==> src/rtl/imc_seq_pkg.sv <==
// Shared types for the IMC command sequencer.
// Command bundle, FSM states and bus widths.
package imc_seq_pkg;

  localparam int IMC_DATA_W = 32;
  localparam int IMC_ADDR_W = 9;

  typedef struct packed {
    logic                  write;
    logic [IMC_ADDR_W-1:0] addr;
    logic [IMC_DATA_W-1:0] data;
  } imc_cmd_t;

  typedef enum logic {
    IDLE,
    REQ
  } seq_state_t;

endpackage

==> src/rtl/imc_cmd_sequencer_fifo.sv <==
// Synchronous first-word-fall-through FIFO with occupancy count.
// Pointers carry one extra wrap bit to tell full from empty.
module sync_fifo #(
  parameter int WIDTH = 32,
  parameter int DEPTH = 16
) (
  input  logic                     clk,
  input  logic                     rst_n,
  input  logic                     push,
  input  logic [WIDTH-1:0]         din,
  input  logic                     pop,
  output logic [WIDTH-1:0]         dout,
  output logic                     full,
  output logic                     empty,
  output logic [$clog2(DEPTH):0]   count
);

  localparam int AW = $clog2(DEPTH);

  logic [WIDTH-1:0] mem [DEPTH];
  logic [AW:0]      wptr_q, wptr_d;
  logic [AW:0]      rptr_q, rptr_d;
  logic             do_push;
  logic             do_pop;

  assign empty = (wptr_q == rptr_q);
  assign full  = (wptr_q[AW] != rptr_q[AW]) &&
                 (wptr_q[AW-1:0] == rptr_q[AW-1:0]);
  assign count = wptr_q - rptr_q;
  assign dout  = mem[rptr_q[AW-1:0]];

  // a pop frees the slot, so push-while-full is fine when popping
  assign do_pop  = pop & ~empty;
  assign do_push = push & (~full | do_pop);

  always_comb begin
    wptr_d = wptr_q;
    rptr_d = rptr_q;
    if (do_push) wptr_d = wptr_q + 1'b1;
    if (do_pop)  rptr_d = rptr_q + 1'b1;
  end

  always_ff @(posedge clk or negedge rst_n) begin
    if (!rst_n) begin
      wptr_q <= '0;
      rptr_q <= '0;
    end else begin
      wptr_q <= wptr_d;
      rptr_q <= rptr_d;
    end
  end

  always_ff @(posedge clk) begin
    if (do_push) mem[wptr_q[AW-1:0]] <= din;
  end

endmodule

==> src/rtl/imc_cmd_sequencer.sv <==
// Buffers host commands and replays them as an Avalon-MM master,
// collecting pipelined read data under a credit limit.
module imc_cmd_sequencer
  import imc_seq_pkg::*;
#(
  parameter int CMD_DEPTH       = 16,
  parameter int RSP_DEPTH       = 16,
  parameter int MAX_OUTSTANDING = 4,
  parameter int IMC_ADDR_BITS   = IMC_ADDR_W
) (
  input  logic                     sys_clk_in,
  input  logic                     sys_reset_in,
  input  logic                     cmd_valid_in,
  output logic                     cmd_ready_out,
  input  logic                     cmd_write_in,
  input  logic [IMC_ADDR_BITS-1:0] cmd_addr_in,
  input  logic [IMC_DATA_W-1:0]    cmd_data_in,
  output logic                     rsp_valid_out,
  input  logic                     rsp_ready_in,
  output logic [IMC_DATA_W-1:0]    rsp_data_out,
  output logic [IMC_ADDR_BITS-1:0] IMC_mm_address_out,
  output logic [IMC_DATA_W-1:0]    IMC_mm_writedata_out,
  output logic                     IMC_mm_write_out,
  output logic                     IMC_mm_read_out,
  input  logic                     IMC_mm_waitrequest_in,
  input  logic [IMC_DATA_W-1:0]    IMC_mm_readdata_in,
  input  logic                     IMC_mm_readdatavalid_in,
  output logic                     busy_out,
  output logic                     err_spurious_rdv_out,
  input  logic                     err_clear_in
);

  localparam int CW  = $clog2(CMD_DEPTH) + 1;
  localparam int RW  = $clog2(RSP_DEPTH) + 1;
  localparam int OW  = $clog2(MAX_OUTSTANDING + 1);
  localparam int CRW = $clog2(RSP_DEPTH + MAX_OUTSTANDING + 2) + 1;

  imc_cmd_t             cmd_in;
  imc_cmd_t             head;
  logic                 cmd_push;
  logic                 cmd_pop;
  logic                 cmd_full;
  logic                 cmd_empty;
  logic [CW-1:0]        cmd_count;

  logic                 rsp_push;
  logic                 rsp_full;
  logic                 rsp_empty;
  logic [RW-1:0]        rsp_count;
  logic [IMC_DATA_W-1:0] rsp_dout;

  seq_state_t               state_q, state_d;
  logic [IMC_ADDR_BITS-1:0] addr_q, addr_d;
  logic [IMC_DATA_W-1:0]    wdata_q, wdata_d;
  logic                     wr_q, wr_d;
  logic                     rd_q, rd_d;
  logic [OW-1:0]            outst_q, outst_d;
  logic                     err_q, err_d;

  logic                 rd_acc;
  logic                 rdv_ok;
  logic                 rdv_bad;
  logic [CRW-1:0]       outst_eff;
  logic [CRW-1:0]       rsp_used;
  logic                 credit_ok;
  logic                 head_ok;

  always_comb begin
    cmd_in       = '0;
    cmd_in.write = cmd_write_in;
    cmd_in.addr  = IMC_ADDR_W'(cmd_addr_in);
    cmd_in.data  = cmd_data_in;
  end

  assign cmd_ready_out = ~cmd_full;
  assign cmd_push      = cmd_valid_in & ~cmd_full;

  sync_fifo #(
    .WIDTH ($bits(imc_cmd_t)),
    .DEPTH (CMD_DEPTH)
  ) u_cmd_fifo (
    .clk   (sys_clk_in),
    .rst_n (sys_reset_in),
    .push  (cmd_push),
    .din   (cmd_in),
    .pop   (cmd_pop),
    .dout  (head),
    .full  (cmd_full),
    .empty (cmd_empty),
    .count (cmd_count)
  );

  sync_fifo #(
    .WIDTH (IMC_DATA_W),
    .DEPTH (RSP_DEPTH)
  ) u_rsp_fifo (
    .clk   (sys_clk_in),
    .rst_n (sys_reset_in),
    .push  (rsp_push),
    .din   (IMC_mm_readdata_in),
    .pop   (rsp_ready_in),
    .dout  (rsp_dout),
    .full  (rsp_full),
    .empty (rsp_empty),
    .count (rsp_count)
  );

  assign rsp_valid_out = ~rsp_empty;
  assign rsp_data_out  = rsp_empty ? '0 : rsp_dout;

  assign rd_acc  = (state_q == REQ) & rd_q & ~IMC_mm_waitrequest_in;
  assign rdv_ok  = IMC_mm_readdatavalid_in & (outst_q != '0);
  assign rdv_bad = IMC_mm_readdatavalid_in & (outst_q == '0);
  assign rsp_push = rdv_ok;

  // count the read finishing this cycle so a back-to-back reload
  // never overruns the outstanding or response-slot budget
  assign outst_eff = CRW'(outst_q) + CRW'(rd_acc);
  assign rsp_used  = outst_eff + CRW'(rsp_count);
  assign credit_ok = (outst_eff < CRW'(MAX_OUTSTANDING)) &&
                     (rsp_used < CRW'(RSP_DEPTH)) && ~rsp_full;
  assign head_ok   = ~cmd_empty & (head.write | credit_ok);

  always_comb begin
    state_d = state_q;
    addr_d  = addr_q;
    wdata_d = wdata_q;
    wr_d    = wr_q;
    rd_d    = rd_q;
    cmd_pop = 1'b0;
    unique case (state_q)
      IDLE: begin
        if (head_ok) begin
          cmd_pop = 1'b1;
          addr_d  = IMC_ADDR_BITS'(head.addr);
          wdata_d = head.data;
          wr_d    = head.write;
          rd_d    = ~head.write;
          state_d = REQ;
        end
      end
      REQ: begin
        if (!IMC_mm_waitrequest_in) begin
          if (head_ok) begin
            cmd_pop = 1'b1;
            addr_d  = IMC_ADDR_BITS'(head.addr);
            wdata_d = head.data;
            wr_d    = head.write;
            rd_d    = ~head.write;
          end else begin
            wr_d    = 1'b0;
            rd_d    = 1'b0;
            state_d = IDLE;
          end
        end
      end
      default: state_d = IDLE;
    endcase
  end

  always_comb begin
    outst_d = outst_q + OW'(rd_acc) - OW'(rdv_ok);
    err_d   = err_q;
    if (err_clear_in) err_d = 1'b0;
    if (rdv_bad)      err_d = 1'b1;
  end

  always_ff @(posedge sys_clk_in or negedge sys_reset_in) begin
    if (!sys_reset_in) begin
      state_q <= IDLE;
      addr_q  <= '0;
      wdata_q <= '0;
      wr_q    <= 1'b0;
      rd_q    <= 1'b0;
      outst_q <= '0;
      err_q   <= 1'b0;
    end else begin
      state_q <= state_d;
      addr_q  <= addr_d;
      wdata_q <= wdata_d;
      wr_q    <= wr_d;
      rd_q    <= rd_d;
      outst_q <= outst_d;
      err_q   <= err_d;
    end
  end

  assign IMC_mm_address_out   = addr_q;
  assign IMC_mm_writedata_out = wdata_q;
  assign IMC_mm_write_out     = wr_q;
  assign IMC_mm_read_out      = rd_q;
  assign err_spurious_rdv_out = err_q;
  assign busy_out = (cmd_count != '0) | (state_q == REQ) |
                    (outst_q != '0);

endmodule

==> config.mk <==
export PLATFORM = sky130hd
export DESIGN_NAME = imc_cmd_sequencer
export DESIGN_NICKNAME = d
export VERILOG_FILES = /design/src/rtl/imc_seq_pkg.sv /design/src/rtl/imc_cmd_sequencer_fifo.sv /design/src/rtl/imc_cmd_sequencer.sv
export SDC_FILE = /design/constraint.sdc
export NUM_CORES = 1
export LEC_CHECK = 0
export CAP_MARGIN = 20
export CORE_ASPECT_RATIO = 1.4
export CORE_MARGIN = 4
export CORE_UTILIZATION = 57
export CTS_BUF_LIST = sky130_fd_sc_hd__clkbuf_2 sky130_fd_sc_hd__clkbuf_4 sky130_fd_sc_hd__clkbuf_8
export CTS_CLUSTER_DIAMETER = 30
export DETAILED_ROUTE_END_ITERATION = 8
export GPL_ROUTABILITY_DRIVEN = 0
export GPL_TIMING_DRIVEN = 0
export PLACE_DENSITY_LB_ADDON = 0.08
export SYNTH_ARGS = -nofsm -noshare
export SYNTH_HDL_FRONTEND = slang
export SYNTH_SLANG_ARGS = --single-unit
==> constraint.sdc <==
create_clock -name sys_clk_in -period 6 [get_ports sys_clk_in]
set_input_delay 1.2 -clock sys_clk_in [delete_from_list [all_inputs] [get_ports sys_clk_in]]
set_output_delay 1.2 -clock sys_clk_in [all_outputs]
set_load 0.01 [all_outputs]
Yosys cells after proc, flatten, opt, wreduce, memory -nomap -nowiden
Memory sizes are Yosys's and may differ from the RTL's.
Cells that the tools add are included.
{ "totals": {"ff_bits": 68, "ram_bits": 1184, "elab_cells": 90, "memories": 2} }
{ "op_classes": {"n_addsub": 10, "magnitude_cmp": 2, "n_eq_ne": 8, "n_mux": 26, "bitwise_logic": 22, "n_reduce_logical": 9} }
{ "memory_table": {"columns": ["name", "depth", "width", "rd", "rd_clocked_by_memory_dff", "wr", "line", "source"], "rows": [
  ["u_cmd_fifo.mem", 16, 42, 1, 0, 1, "imc_cmd_sequencer_fifo.sv:20", "logic [WIDTH-1:0] mem [DEPTH];"],
  ["u_rsp_fifo.mem", 16, 32, 1, 0, 1, "imc_cmd_sequencer_fifo.sv:20", null]
]} }
{ "op_table": {"columns": ["operator", "count"], "rows": [
  ["32-bit 2-to-1 mux", 3],
  ["32-bit one-hot mux with 2 select lines", 1],
  ["5-bit by 1-bit adder with 5-bit output (second input constant)", 4],
  ["9-bit 2-to-1 mux", 2],
  ["9-bit one-hot mux with 2 select lines", 1],
  ["1-bit 2-to-1 mux", 15],
  ["1-bit AND", 10],
  ["5-bit equality test", 2],
  ["5-bit subtractor", 2],
  ["4-bit equality test", 2],
  ["1-bit one-hot mux with 2 select lines", 4],
  ["1-bit inverter", 7],
  ["4-bit by 5-bit adder with 6-bit output", 1],
  ["6-bit by 5-bit < comparator with 1-bit output (second input constant)", 1],
  ["1-bit bitwise OR", 5],
  ["5-bit nonzero test", 1],
  ["3-bit by 1-bit adder with 4-bit output", 1],
  ["1-bit logical AND", 4],
  ["4-bit by 3-bit < comparator with 1-bit output (second input constant)", 1],
  ["2-bit inequality test (second input constant)", 2],
  ["3-bit by 1-bit adder with 3-bit output", 1],
  ["3-bit logical NOT", 1],
  ["3-bit nonzero test", 1],
  ["3-bit by 1-bit subtractor with 3-bit output", 1],
  ["other kinds (3)", 4]
]} }

Longest topological paths before layout
{ "depth": {"ltp_word": 17, "depth_mapped": 14, "depth_no_buf": 12} }

By module
From an unflattened synthesis, not the netlist that was laid out.
{ "unflattened": {"hier_cells": 2318, "hier_area_um2": 48891.9} }
{ "modules_own_cells": {"columns": ["mod", "instances", "cells_per_inst", "area_each_um2", "seq_area_each_um2"], "rows": [
  ["sync_fifo (u_cmd_fifo)", 1, 1201, 26289.0, 20429.6],
  ["sync_fifo (u_rsp_fifo)", 1, 935, 20298.2, 15625.0],
  ["imc_cmd_sequencer", 1, 182, 2304.7, 1201.2]
]} }

Worst setup path before layout
OpenSTA, ideal clock, no wires.
{ "synth_timing": {"kind": "reg-to-reg", "from": "register u_cmd_fifo.rptr_q[1]", "to": "memory u_cmd_fifo.mem[0][0] (netlist name) (enable)", "setup_time_ns": 0.546, "t_arrival_ns": 6.084, "required_time_ns": 5.454, "setup_slack_ns": -0.630, "stages_incl_launch_ff": 10, "n_path_buf": 3, "synth_period_minus_slack_ns": 6.630, "path_cell_list": "dfrtp_1 > buf_2 > buf_1 > clkbuf_1 > inv_1 > ha_1 > and4_1 > nand2_1 > nand2_1 > nor4_1"} }
{ "synth_between": {"word_cells_on_any_way": 17} }
{ "synth_lines": {"columns": ["item", "line", "source"], "rows": [
  ["from (decl)", "imc_cmd_sequencer_fifo.sv:22", "logic [AW:0] rptr_q, rptr_d;"],
  ["from (signal assigned)", "imc_cmd_sequencer_fifo.sv:49", "rptr_q <= rptr_d;"],
  ["4-bit equality test (*)", "imc_cmd_sequencer_fifo.sv:28", "(wptr_q[AW-1:0] == rptr_q[AW-1:0]);"],
  ["1-bit logical AND (*)", "imc_cmd_sequencer_fifo.sv:27", "assign full = (wptr_q[AW] != rptr_q[AW]) &&"],
  ["1-bit inverter (*)", null, null],
  ["named net cmd_ready_out", "imc_cmd_sequencer.sv:14", "output logic cmd_ready_out,"],
  ["1-bit AND / 1-bit bitwise OR (equally long branches)", "imc_cmd_sequencer.sv:76, imc_cmd_sequencer_fifo.sv:34", null],
  ["1-bit AND (*)", "imc_cmd_sequencer_fifo.sv:34", "assign do_push = push & (~full | do_pop);"],
  ["1-bit 2-to-1 mux (*)", "imc_cmd_sequencer_fifo.sv:54", "if (do_push) mem[wptr_q[AW-1:0]] <= din;"],
  ["1-bit 2-to-1 mux (not written as such) (*)", "imc_cmd_sequencer_fifo.sv:54", null],
  ["to (decl)", "imc_cmd_sequencer_fifo.sv:20", null]
]} }
The timed path passes the listed nets; every way through them passes the cells marked *.

Worst setup path in the final report
{ "layout_timing": {"from": "register u_cmd_fifo.rptr_q[2]", "to": "output port busy_out"} }
{ "layout_between": {"elab_chain_len": 4} }
{ "layout_rtl": {"columns": ["item", "line", "source"], "rows": [
  ["5-bit subtractor", "imc_cmd_sequencer_fifo.sv:29", "assign count = wptr_q - rptr_q;"],
  ["5-bit nonzero test", "imc_cmd_sequencer.sv:193", "assign busy_out = (cmd_count != '0) | (state_q == REQ) |"],
  ["1-bit bitwise OR (2 in a row)", "imc_cmd_sequencer.sv:193", null],
  ["to (decl)", "imc_cmd_sequencer.sv:28", "output logic busy_out,"]
]} }
No other way between the ends.

==> out/qor.txt <==
Outcome = finished clean
Max-cap viol count = 0
Synth Net Count = 2,093
Pre-CTS WS = 0.623 ns
Core Rows = 125
CP endpoint kind = output port
Longest Clk Path Bufs = 3
CP endpoint = busy_out
Startpoint types = flip-flop
Setup WS post-layout = 0.203 ns
Reg-to-reg slack, setup = 0.87 ns
Number of global-route vias before repair = 24.3k
PwrDens = 490 mW/mm^2
Vias = 22.6k
Worst vdd ir = 296 uV
CTS buffer count = 192
Clock skew = 0.0274 ns
Critical path arrival = 4.60 ns
Mapped Area = 0.0480 sq mm
CTS tree = yes
Required @ worst endpoint = 4.80 ns
CP startpoint = u_cmd_fifo.rptr_q[2]
Slew headroom = 0.267
Ranking of synthesized cells by area = edfxtp_1 74%, mux4_2 17%, dfrtp_1 3.5%, mux2_1 0.99%, ha_1 0.68%
Core Area = 0.0832 sq mm
Share of layout cells above drive strength 1 = 0.337
Post-synthesis average cell area = 24.2 sq um
Pre-antenna DRT Iters = 7
Maximum clock rate = 173 MHz
Die height = 351 um
Pin count of the biggest net entering global routing = 36
Critical R2R Launch = u_cmd_fifo.rptr_q[2]
Critical path class = reg -> out
Final nets = 2,577
Measured slew at the worst slew-check pin = 1.10 ns
Area of the die = 0.0889 sq mm
# IOs = 160
RSZ-0062 raised after global routing = no
CTS sink count = 1,252
Yosys warning total = 0
Hold Crit Class = in -> async
1st-iter DRT viols = 1,744
Final Util = 0.685
H-Tree Depth = 4
GRT Util Overall = 0.258
Hold Vio Cnt, Final = 0
Die Wd = 253 um
CTS hold repair buffers = 0
Setup Fix Bufs, Post-CTS = 0
Sequential share of the synthesized area = 0.777
Post-synth top area share = 0.741
Final setup viols = 0
CP Max Fanout = 10
Total chip power = 27.9 mW
Root Buffer = clkbuf_8
Slew Limit Fails = 0
DRC Markers = 0
Leak = 18.5 nW
Period utilisation layout = 0.966
CTS clock-pin slew for the worst setup and hold paths = 0.06 ns
Via density = 6.10
Post-route cell area = 0.0570 sq mm
Synthesized instance count = 1,983
Flops & latches, synth = 1,252
Worst-Skew Late Latency = 0.83 ns
Post-DP Area = 0.0527 sq mm
Library cells used by synthesis = 39
Antenna-violating nets left = 0
Drt total wl = 112,000 um
R2R depth = 12
Area growth syn-to-layout = 18.9%
Cell taking the most area after synthesis = edfxtp_1
WL per Instance = 30.1 um
Grt ovf = 0
First-pass GRT wire length = 162,000 um
Period minus WS final = 5.80 ns
PortBufs = 159
Initial Util = 0.576
R2R Path End = u_cmd_fifo.mem[13][32]
Initial antenna violation count = 8
Hpwl dp = 72,700 um
## layout make-up
cell class                 instances  area (sq um)
antenna                            8          20.0
buffer                            97           413
clock buffer                     275          3380
clock inverter                    75           687
fill                            5151         26200
inverter                          20          75.1
multi-input combinational        613         10400
sequential                      1252         37300
tap                             1079          1350
timing repair buffer             291          3380
## state kept, by name, indices dropped and copies added (netlist names)
register	flops
u_cmd_fifo.mem	672
u_rsp_fifo.mem	512
IMC_mm_writedata_out	32
IMC_mm_address_out	9
u_cmd_fifo.rptr_q	5
u_cmd_fifo.wptr_q	5
u_rsp_fifo.rptr_q	5
u_rsp_fifo.wptr_q	5
outst_q	3
IMC_mm_read_out	1
IMC_mm_write_out	1
err_spurious_rdv_out	1
state_q	1
## what timing repair did
item,in CTS,in global routing
gates cloned,0,0
endpoints found under the hold margin,0,0
setup endpoints to repair,31,11
resized for setup,4,2
## worst min path at each step
| stage | start | to | slack (ns) | depth (start not counted) |
|---|---|---|---|---|
| after floorplan | u_cmd_fifo.wptr_q[4] | u_cmd_fifo.wptr_q[4] | 0.50 | 1 |
| after global placement | IMC_mm_writedata_out[5] | IMC_mm_writedata_out[5] | 0.47 | 1 |
| after detailed placement | IMC_mm_writedata_out[20] | IMC_mm_writedata_out[20] | 0.47 | 1 |
| after CTS | sys_reset_in | IMC_mm_writedata_out[14] | 0.34 | 1 |
| after global routing | sys_reset_in | IMC_mm_writedata_out[14] | 0.40 | 1 |
| final | sys_reset_in | IMC_mm_writedata_out[14] | 0.40 | 1 |
## per-stage QoR
stage	hold slack (ns)	TNS, ns	instances
2_1_floorplan	0.498	-105.90	1983
6_report	0.399	0	3710
3_3_place_gp	0.471	-3207.03	3221
4_1_cts	0.345	0	3692
3_5_place_dp	0.474	0	3342
5_1_grt	0.398	0	3706
## metal layers
metal	GRT usage	part of all wire	vias to the layer above	wire length [um]
li1	-	-	9466	-
met4	0.0913	0.031	4	3410
met2	0.469	0.56	880	62000
met5	0	0.00024	-	27
met3	0.0519	0.060	202	6730
met1	0.308	0.35	12100	39500
## cells in the final DEF (no fill, tap or decap), types with 20 or more instances in the layout
cell type,netlist,layout
and2_1,36,36
buf_1,26,24
buf_12,0,22
buf_4,0,33
buf_6,4,48
buf_8,0,26
clkbuf_1,62,58
clkbuf_4,0,64
clkbuf_8,0,211
clkdlybuf4s50_1,0,158
clkinv_1,0,20
clkinv_2,0,24
dfrtp_1,68,68
edfxtp_1,1184,1184
ha_1,26,26
mux2_1,42,42
mux4_2,370,370
nand2_1,23,23
nor2_4,0,20
## worst max-delay path, cell delays in order (launching register included)
cell,delay (ns)
dfrtp_1,0.40
buf_1,0.66
clkbuf_1,0.66
inv_1,0.19
ha_1,0.38
o21ai_0,0.09
nand2b_1,0.11
or3b_2,0.48
a21oi_1,0.14
o21ai_1,0.08
clkdlybuf4s50_1,0.57
## power by group
part,internal (mW),switching (mW),total (mW)
Sequential,10.6,0.319,11.0
Combinational,4.79,4.82,9.61
Clock,4.12,3.22,7.34
## synth_stat cells
| cell type | instances |
|---|---|
| buf_6 | 4 |
| mux2_2 | 1 |
| inv_2 | 2 |
| a211o_1 | 1 |
| a31oi_4 | 1 |
| a2111oi_1 | 1 |
| nor3b_1 | 1 |
| nand2_1 | 23 |
| nor3_1 | 11 |
| o21ai_1 | 4 |
| xnor2_1 | 16 |
| nand4_1 | 7 |
| o21ai_0 | 4 |
| nor4_1 | 5 |
| nand3_1 | 4 |
| o31a_1 | 1 |
| and4_1 | 2 |
| and2_1 | 36 |
| or3b_2 | 1 |
| fa_1 | 3 |
| buf_2 | 6 |
| buf_1 | 26 |
| a21oi_1 | 6 |
| dfrtp_1 | 68 |
| edfxtp_1 | 1184 |
| mux2_1 | 42 |
| nor2_2 | 1 |
| ha_1 | 26 |
| a31oi_1 | 1 |
| xor2_1 | 10 |
| a21o_1 | 2 |
| inv_1 | 18 |
| nand4b_1 | 1 |
| clkbuf_1 | 62 |
| nand2b_1 | 3 |
| nor2_1 | 25 |
| or3_1 | 1 |
| mux4_2 | 370 |
| nor2b_1 | 3 |
## cells by family after synthesis
kind of cell               after synthesis  synth area share
AOI/OAI and AO/OA                       21           0.00292
buffers and inverters                  118            0.0100
and+or+nand+nor                        124            0.0135
muxes                                  413             0.184
DFF                                   1252             0.777
adders and majority gates               29           0.00804
xor gates and xnor gates                26           0.00475
Power figures use the tool's default switching activity.
